--- config.mk ---
export PLATFORM = sky130hd
export DESIGN_NAME = exec_unit_mc
export DESIGN_NICKNAME = d
export VERILOG_FILES = /design/src/rtl/exec_unit_mc.sv
export SDC_FILE = /design/constraint.sdc
export NUM_CORES = 2
export LEC_CHECK = 0
export CAP_MARGIN = 20
export CELL_PAD_IN_SITES_DETAIL_PLACEMENT = 1
export CELL_PAD_IN_SITES_GLOBAL_PLACEMENT = 1
export CORE_MARGIN = 4
export CORE_UTILIZATION = 43
export CTS_CLUSTER_SIZE = 30
export DETAILED_ROUTE_END_ITERATION = 12
export PLACE_DENSITY_LB_ADDON = 0.15
export SYNTH_ARGS = -nofsm -noshare
export SYNTH_HDL_FRONTEND = slang
export SYNTH_SLANG_ARGS = --single-unit
--- constraint.sdc ---
create_clock -name clk -period 6.9 [get_ports clk]
set_input_delay 1.035 -clock clk [delete_from_list [all_inputs] [get_ports clk]]
set_output_delay 1.035 -clock clk [all_outputs]
set_load 0.1 [all_outputs]
--- src/rtl/exec_unit_mc.sv ---
// exec_unit_mc -- execute stage for the in-order RV64 pipeline.
//
// Sits between decode/register-read and memory/writeback. Single-cycle
// integer ALU ops and branch/jump resolution go straight into the output
// register. Divide/remainder runs a radix-2 restoring loop (XLEN iterations)
// and back-pressures decode through in_ready while it is busy.
//
// Build option:
//   EXEC_MULDIV_EN  defined   -> MUL (18) and DIV/DIVU/REM/REMU (19-22) are
//                                implemented.
//                   undefined -> no multiplier/divider; ops 18-22 complete in
//                                one cycle with out_result=0, out_illegal=1.
//   Ops 23-31 always report out_illegal=1.
//
// Ports:
//   clk, reset          clock, synchronous active-high reset
//   flush               squash in-flight op / pending result (priority)
//   in_valid/in_ready   upstream handshake
//   in_op, in_use_imm   op code, select in_imm as ALU operand B
//   in_pc, in_rs1, in_rs2, in_imm, in_rd   operands and destination
//   out_valid/out_ready downstream handshake
//   out_result, out_rd, out_illegal        registered result
//   redirect_valid, redirect_pc            taken branch/jump, held with result
module exec_unit_mc #(
  parameter int XLEN = 64,
  parameter int RD_W = 5
) (
  input  logic            clk,
  input  logic            reset,
  input  logic            flush,
  input  logic            in_valid,
  output logic            in_ready,
  input  logic [4:0]      in_op,
  input  logic            in_use_imm,
  input  logic [XLEN-1:0] in_pc,
  input  logic [XLEN-1:0] in_rs1,
  input  logic [XLEN-1:0] in_rs2,
  input  logic [XLEN-1:0] in_imm,
  input  logic [RD_W-1:0] in_rd,
  output logic            out_valid,
  input  logic            out_ready,
  output logic [XLEN-1:0] out_result,
  output logic [RD_W-1:0] out_rd,
  output logic            out_illegal,
  output logic            redirect_valid,
  output logic [XLEN-1:0] redirect_pc
);

  localparam int SH_W  = $clog2(XLEN);
  localparam int CNT_W = $clog2(XLEN + 1);

  localparam logic [4:0] OP_ADD  = 5'd0;
  localparam logic [4:0] OP_SUB  = 5'd1;
  localparam logic [4:0] OP_AND  = 5'd2;
  localparam logic [4:0] OP_OR   = 5'd3;
  localparam logic [4:0] OP_XOR  = 5'd4;
  localparam logic [4:0] OP_SLL  = 5'd5;
  localparam logic [4:0] OP_SRL  = 5'd6;
  localparam logic [4:0] OP_SRA  = 5'd7;
  localparam logic [4:0] OP_SLT  = 5'd8;
  localparam logic [4:0] OP_SLTU = 5'd9;
  localparam logic [4:0] OP_BEQ  = 5'd10;
  localparam logic [4:0] OP_BNE  = 5'd11;
  localparam logic [4:0] OP_BLT  = 5'd12;
  localparam logic [4:0] OP_BGE  = 5'd13;
  localparam logic [4:0] OP_BLTU = 5'd14;
  localparam logic [4:0] OP_BGEU = 5'd15;
  localparam logic [4:0] OP_JAL  = 5'd16;
  localparam logic [4:0] OP_JALR = 5'd17;
  localparam logic [4:0] OP_MUL  = 5'd18;
  localparam logic [4:0] OP_DIV  = 5'd19;
  localparam logic [4:0] OP_DIVU = 5'd20;
  localparam logic [4:0] OP_REM  = 5'd21;
  localparam logic [4:0] OP_REMU = 5'd22;

  typedef enum logic {IDLE, DIV_BUSY} state_t;

  state_t           state;
  logic [CNT_W-1:0] div_cnt;

  // Two's-complement negate when requested (used for divider sign fix-up).
  function automatic logic [XLEN-1:0] neg_if(input logic [XLEN-1:0] val,
                                             input logic            neg);
    return neg ? (~val + {{(XLEN-1){1'b0}}, 1'b1}) : val;
  endfunction

  // ---------------------------------------------------------------------
  // Stage p0: decode operands, combinational ALU / branch resolution
  // ---------------------------------------------------------------------
  logic        [XLEN-1:0] opb_p0;
  logic signed [XLEN-1:0] rs1_s_p0;
  logic signed [XLEN-1:0] rs2_s_p0;
  logic signed [XLEN-1:0] opb_s_p0;
  logic        [SH_W-1:0] shamt_p0;
  logic        [XLEN-1:0] pc_imm_p0;
  logic        [XLEN-1:0] link_p0;
  logic        [XLEN-1:0] jalr_sum_p0;
  logic        [XLEN-1:0] result_p0;
  logic        [XLEN-1:0] redir_pc_p0;
  logic                   taken_p0;
  logic                   illegal_p0;
  logic                   is_div_op_p0;
  logic                   accept_p0;
  logic                   accept_div_p0;
  logic                   load_alu_p0;

  assign opb_p0      = in_use_imm ? in_imm : in_rs2;
  assign rs1_s_p0    = in_rs1;
  assign rs2_s_p0    = in_rs2;
  assign opb_s_p0    = opb_p0;
  assign shamt_p0    = opb_p0[SH_W-1:0];
  assign pc_imm_p0   = in_pc + in_imm;
  assign link_p0     = in_pc + XLEN'(4);
  assign jalr_sum_p0 = in_rs1 + in_imm;

`ifdef EXEC_MULDIV_EN
  logic [XLEN-1:0] mul_lo_p0;
  assign mul_lo_p0    = in_rs1 * in_rs2;
  assign is_div_op_p0 = (in_op == OP_DIV) || (in_op == OP_DIVU) ||
                        (in_op == OP_REM) || (in_op == OP_REMU);
`else
  assign is_div_op_p0 = 1'b0;
`endif

  always_comb begin
    result_p0   = '0;
    redir_pc_p0 = '0;
    taken_p0    = 1'b0;
    illegal_p0  = 1'b0;
    case (in_op)
      OP_ADD:  result_p0 = in_rs1 + opb_p0;
      OP_SUB:  result_p0 = in_rs1 - opb_p0;
      OP_AND:  result_p0 = in_rs1 & opb_p0;
      OP_OR:   result_p0 = in_rs1 | opb_p0;
      OP_XOR:  result_p0 = in_rs1 ^ opb_p0;
      OP_SLL:  result_p0 = in_rs1 << shamt_p0;
      OP_SRL:  result_p0 = in_rs1 >> shamt_p0;
      OP_SRA:  result_p0 = rs1_s_p0 >>> shamt_p0;
      OP_SLT:  result_p0 = {{(XLEN-1){1'b0}}, (rs1_s_p0 < opb_s_p0)};
      OP_SLTU: result_p0 = {{(XLEN-1){1'b0}}, (in_rs1 < opb_p0)};
      OP_BEQ, OP_BNE, OP_BLT, OP_BGE, OP_BLTU, OP_BGEU: begin
        redir_pc_p0 = pc_imm_p0;
        case (in_op)
          OP_BEQ:  taken_p0 = (in_rs1 == in_rs2);
          OP_BNE:  taken_p0 = (in_rs1 != in_rs2);
          OP_BLT:  taken_p0 = (rs1_s_p0 <  rs2_s_p0);
          OP_BGE:  taken_p0 = (rs1_s_p0 >= rs2_s_p0);
          OP_BLTU: taken_p0 = (in_rs1 <  in_rs2);
          default: taken_p0 = (in_rs1 >= in_rs2);
        endcase
      end
      OP_JAL: begin
        result_p0   = link_p0;
        redir_pc_p0 = pc_imm_p0;
        taken_p0    = 1'b1;
      end
      OP_JALR: begin
        result_p0   = link_p0;
        redir_pc_p0 = {jalr_sum_p0[XLEN-1:1], 1'b0};
        taken_p0    = 1'b1;
      end
`ifdef EXEC_MULDIV_EN
      OP_MUL: result_p0 = mul_lo_p0;
      // Divide ops never load from here; the divider completion path does.
      OP_DIV, OP_DIVU, OP_REM, OP_REMU: result_p0 = '0;
`else
      OP_MUL, OP_DIV, OP_DIVU, OP_REM, OP_REMU: illegal_p0 = 1'b1;
`endif
      default: illegal_p0 = 1'b1;
    endcase
  end

  // Combinational on out_ready so single-cycle ops stream at full rate.
  assign in_ready      = (state == IDLE) && (!out_valid || out_ready) && !flush;
  assign accept_p0     = in_valid && in_ready;
  assign accept_div_p0 = accept_p0 && is_div_op_p0;
  assign load_alu_p0   = accept_p0 && !is_div_op_p0;

  // ---------------------------------------------------------------------
  // Stage p1: control FSM (IDLE / DIV_BUSY) and iteration counter
  // ---------------------------------------------------------------------
  always_ff @(posedge clk) begin
    if (reset) begin
      state   <= IDLE;
      div_cnt <= '0;
    end else if (flush) begin
      state <= IDLE;
    end else begin
      case (state)
        IDLE: begin
          if (accept_div_p0) begin
            state   <= DIV_BUSY;
            div_cnt <= CNT_W'(XLEN);
          end
        end
        DIV_BUSY: begin
          // XLEN iterations at counts XLEN..1, result load at count 0.
          if (div_cnt == '0) state <= IDLE;
          else               div_cnt <= div_cnt - CNT_W'(1);
        end
        default: state <= IDLE;
      endcase
    end
  end

  logic load_div_p1;
  assign load_div_p1 = (state == DIV_BUSY) && (div_cnt == '0);

`ifdef EXEC_MULDIV_EN
  // ---------------------------------------------------------------------
  // Stage p1: radix-2 restoring divider on magnitudes
  // ---------------------------------------------------------------------
  logic [XLEN-1:0] div_quo_p1;
  logic [XLEN-1:0] div_rem_p1;
  logic [XLEN-1:0] div_dvsr_p1;
  logic [XLEN-1:0] div_rs1_p1;
  logic [RD_W-1:0] div_rd_p1;
  logic            div_neg_q_p1;
  logic            div_neg_r_p1;
  logic            div_zero_p1;
  logic            div_is_rem_p1;
  logic            div_signed_p0;
  logic [XLEN-1:0] a_mag_p0;
  logic [XLEN-1:0] b_mag_p0;
  logic [XLEN:0]   rem_sh_p1;
  logic [XLEN:0]   rem_diff_p1;
  logic [XLEN-1:0] div_q_fix_p1;
  logic [XLEN-1:0] div_r_fix_p1;
  logic [XLEN-1:0] div_result_p1;

  assign div_signed_p0 = (in_op == OP_DIV) || (in_op == OP_REM);
  assign a_mag_p0      = neg_if(in_rs1, div_signed_p0 && in_rs1[XLEN-1]);
  assign b_mag_p0      = neg_if(in_rs2, div_signed_p0 && in_rs2[XLEN-1]);

  assign rem_sh_p1   = {div_rem_p1, div_quo_p1[XLEN-1]};
  assign rem_diff_p1 = rem_sh_p1 - {1'b0, div_dvsr_p1};

  always_ff @(posedge clk) begin
    if (accept_div_p0) begin
      div_quo_p1    <= a_mag_p0;
      div_rem_p1    <= '0;
      div_dvsr_p1   <= b_mag_p0;
      div_rs1_p1    <= in_rs1;
      div_rd_p1     <= in_rd;
      div_neg_q_p1  <= div_signed_p0 && (in_rs1[XLEN-1] ^ in_rs2[XLEN-1]);
      div_neg_r_p1  <= div_signed_p0 && in_rs1[XLEN-1];
      div_zero_p1   <= (in_rs2 == '0);
      div_is_rem_p1 <= (in_op == OP_REM) || (in_op == OP_REMU);
    end else if ((state == DIV_BUSY) && (div_cnt != '0)) begin
      // Negative trial difference (MSB set) means restore.
      if (!rem_diff_p1[XLEN]) begin
        div_rem_p1 <= rem_diff_p1[XLEN-1:0];
        div_quo_p1 <= {div_quo_p1[XLEN-2:0], 1'b1};
      end else begin
        div_rem_p1 <= rem_sh_p1[XLEN-1:0];
        div_quo_p1 <= {div_quo_p1[XLEN-2:0], 1'b0};
      end
    end
  end

  // MIN / -1 falls out naturally: |MIN| / 1 = 2^(XLEN-1) with no negate,
  // which reads back as MIN, remainder 0. Divide-by-zero is overridden.
  always_comb begin
    div_q_fix_p1 = neg_if(div_quo_p1, div_neg_q_p1);
    div_r_fix_p1 = neg_if(div_rem_p1, div_neg_r_p1);
    if (div_zero_p1) begin
      div_q_fix_p1 = '1;
      div_r_fix_p1 = div_rs1_p1;
    end
    div_result_p1 = div_is_rem_p1 ? div_r_fix_p1 : div_q_fix_p1;
  end
`endif

  // ---------------------------------------------------------------------
  // Stage p2: output register
  // ---------------------------------------------------------------------
  always_ff @(posedge clk) begin
    if (reset) begin
      out_valid      <= 1'b0;
      redirect_valid <= 1'b0;
      out_illegal    <= 1'b0;
      out_result     <= '0;
      out_rd         <= '0;
      redirect_pc    <= '0;
    end else if (flush) begin
      out_valid      <= 1'b0;
      redirect_valid <= 1'b0;
    end else if (load_alu_p0) begin
      out_valid      <= 1'b1;
      out_result     <= result_p0;
      out_rd         <= in_rd;
      out_illegal    <= illegal_p0;
      redirect_valid <= taken_p0;
      redirect_pc    <= redir_pc_p0;
    end else if (load_div_p1) begin
      // A divide is only accepted when the output register is free, and
      // in_ready stays low while busy, so nothing can be pending here.
      out_valid      <= 1'b1;
`ifdef EXEC_MULDIV_EN
      out_result     <= div_result_p1;
      out_rd         <= div_rd_p1;
`else
      out_result     <= '0;
      out_rd         <= '0;
`endif
      out_illegal    <= 1'b0;
      redirect_valid <= 1'b0;
      redirect_pc    <= '0;
    end else if (out_valid && out_ready) begin
      out_valid      <= 1'b0;
      redirect_valid <= 1'b0;
    end
  end

endmodule

==> impl_metrics.tcl <==
set metrics [dict create \
    status "completed" \
    p_sw_share_pct 55.1 \
    setup_tns_ps 0 \
    antenna_left 0 \
    via_per_inst 7.14 \
    drtIter0Drc 6227 \
    final_cell_mix "nand2_1 (580), a21oi_1 (518), nor2_1 (431), clkdlybuf4s50_1 (406), ha_1 (385)" \
    ctsResizeCount 0 \
    end_kind "flip-flop" \
    maxSlewViolCount 0 \
    first_global_vias 46308 \
    holdPathStages 2 \
    post_cts_buffers 0 \
    power_mw 6.25 \
    reg2regPathDepth 9 \
    overflow 0 \
    htree_num_levels 4 \
    place.gp.congestion 1.10 \
    ys_warn_count 0 \
    ys.flop_type "dfxtp_1" \
    wl_per_cell_um 34.3 \
    dp_slack_ps 1030 \
    whs_ps 467 \
    setup_ws_ps 1300 \
    vias 47786 \
    relSlewSlack_pct 18.9 \
    syn_area_sq_um 36900 \
    slowest_delay_ps 660 \
    pwr-share-comb_pct 68.0 \
    rsz0062_at_grt "false" \
    grt_usage_pct 48.3 \
    post-route-period-util_pct 81.2 \
    synth-edff-count 0 \
    syn2layout_area_growth_pct 16.0 \
    cp_slowest_cell "a21oi_1" \
    ys_ff_latch 144 \
    regToRegSetupSlack_ps 3210 \
    post-route-drc-count 0 \
    syn-num-nets 5979 \
    synthTopCellsByArea "ha_1 (13%), dfxtp_1 (7.8%), mux2i_1 (7.7%)" \
    drive_gt1_share_pct 6.20 \
    clock-sinks 144 \
    io_buffers 408 \
    path_depth 13 \
    p_leak_nw 18.1 \
    drt-total-wl_mm 229 \
    syn_inst 5318 \
    numCtsBuffers 17 \
    nets 6192 \
    arrival_ps 6070 \
    dp_hpwl_mm 185 \
    die_y_um 301 \
    insertion_delay_ps 530 \
    fmax_mhz 178 \
    yosysTopAreaCellShare_pct 13.1 \
    whs_endpoint "redirect_pc[37]" \
    path_clk_slew_ps 80 \
    fin_crit_ps 5600 \
    syn_area_per_cell_sq_um 6.93 \
    root_buffer "clkbuf_16" \
    critPathRequiredTime_ps 7360 \
    dieArea_sq_um 90500 \
    min_path_type "reg2reg" \
    tightest_slew_ps 1200 \
    p_seq_share_pct 14.1 \
    setup_violations 0 \
    ir_drop_mv 0.172 \
    die_w_um 301 \
    maxCapViolCount 0 \
    powerDensity_nw_per_um2 146 \
    crit_chain "clkdlybuf4s50_1, mux2i_4, buf_4, buf_4, mux4_2, and2_1, a211oi_1, a211oi_1, o21a_1, a21oi_1, nor3_1, a31oi_1, a22o_1" \
    r2r_end "out_result[27]" \
    hold_start "redirect_pc[37]" \
    dr.pass1.iters 8 \
    power_frac_clock_pct 17.9 \
    skew_ps 20.1 \
    cts_tree "built" \
    async_flop_share_pct 0 \
    ys_seq_area_share_pct 7.82 \
    hold_violations 0 \
    reg2reg_from "out_valid" \
    crit_family "buffers and inverters" \
    crit_fanout 44 \
    pin_count 409 \
    power_switching_mw 3.44 \
    row_count 107 \
    yosys.cell_types.count 113 \
    path_class "in2reg" \
    yosysTopAreaCell "ha_1" \
    utilization_pct 50.2 \
    antenna_found_initial 22 \
    p_int_mw 2.80 \
    cp-start-kind "primary input" \
    grt_pass1_wl_mm 324 \
    grt_max_degree 118 \
    nFillCells 10975 \
    core_sq_um 85100 \
    hold_buffers 0 \
    crit_buf_inv 3 \
    initial_core_util_pct 43.3 \
    final_common_cell "nand2_1" \
    clockBufferDepth 2 \
]
cell usage after synthesis, drive strengths merged, types with 106 or more instances:
master and instances:
nor2 435, nor3 106, mux2i 288, nand2 582, dfxtp 144, ha 385, a21oi 518, nand3 140
buf 149, clkbuf 224, xnor2 123, a21o 160, o21ai 308, inv 288
stage by stage:
stage                     cells  area (sq um)
final                      6695         42800
after global routing       6689         42800
after CTS                  6687         42700
after detailed placement   6655         42100
after global placement     6655         42100
after floorplan            5318         36900
logic make-up after synthesis:
kind of cell	after synthesis	share of synthesized area, %
xor gates and xnor gates	204	4.85
and+or+nand+nor	1644	20.6
DFF	144	7.82
adders and majority gates	389	13.3
buffers and inverters	667	7.47
muxes	343	10.9
AOI/OAI and AO/OA	1927	35.2
power by group through the flow:
stage          Combinational (mW)  Clock [mW]  Sequential, mW
3_5_place_dp                 4.01           0           0.896
3_3_place_gp                 3.96           0           0.895
4_1_cts                      4.03        1.12           0.877
6_report                     4.25        1.12           0.879
2_1_floorplan                2.36           0            1.05
5_1_grt                      4.41        1.15           0.879
registers in the layout (all words and copies together), names as in the netlist:
register,count
out_result,64
redirect_pc,64
div_cnt,7
out_rd,5
out_illegal,1
out_valid,1
redirect_valid,1
state,1
routing by layer:
metal / wire [um] / GRT usage, %
met2: 92200 / 69.4
met1: 90000 / 62.3
met4: 14700 / 25.3
met5: 144 / 0
met3: 32300 / 18.6
layout make-up:
cell class              instances  area (sq um)  area share [%]
clock buffers                  17           425           0.995
well taps                    1144          1430            3.35
flip-flops and latches        144          2880            6.74
inverters                     294          1110            2.60
multi-input cells            4507         31300            73.3
repair buffers                567          5370            12.6
diodes                          7          17.5          0.0410
clock inverters                15           196           0.459
worst register-to-register path, cell delays in order (launching register included):
cell,delay [ps]
dfxtp_1,330
nor2b_1,180
nor4b_4,720
a21oi_1,180
or2_4,420
buf_4,390
a221oi_1,370
o21ai_0,410
a21oi_1,400
a311oi_1,140
worst max path at each step:
stage               startpoint              to  slack (ps)
floorplan           in_use_imm  out_result[63]        1530
global placement     in_imm[1]  out_result[50]         970
detailed placement   in_imm[1]  out_result[50]        1030
CTS                  in_imm[1]  out_result[50]        1550
global route        in_rs1[33]  out_result[58]        1260
finish               in_imm[1]  out_result[50]        1300
Power figures use the tool's default switching activity.
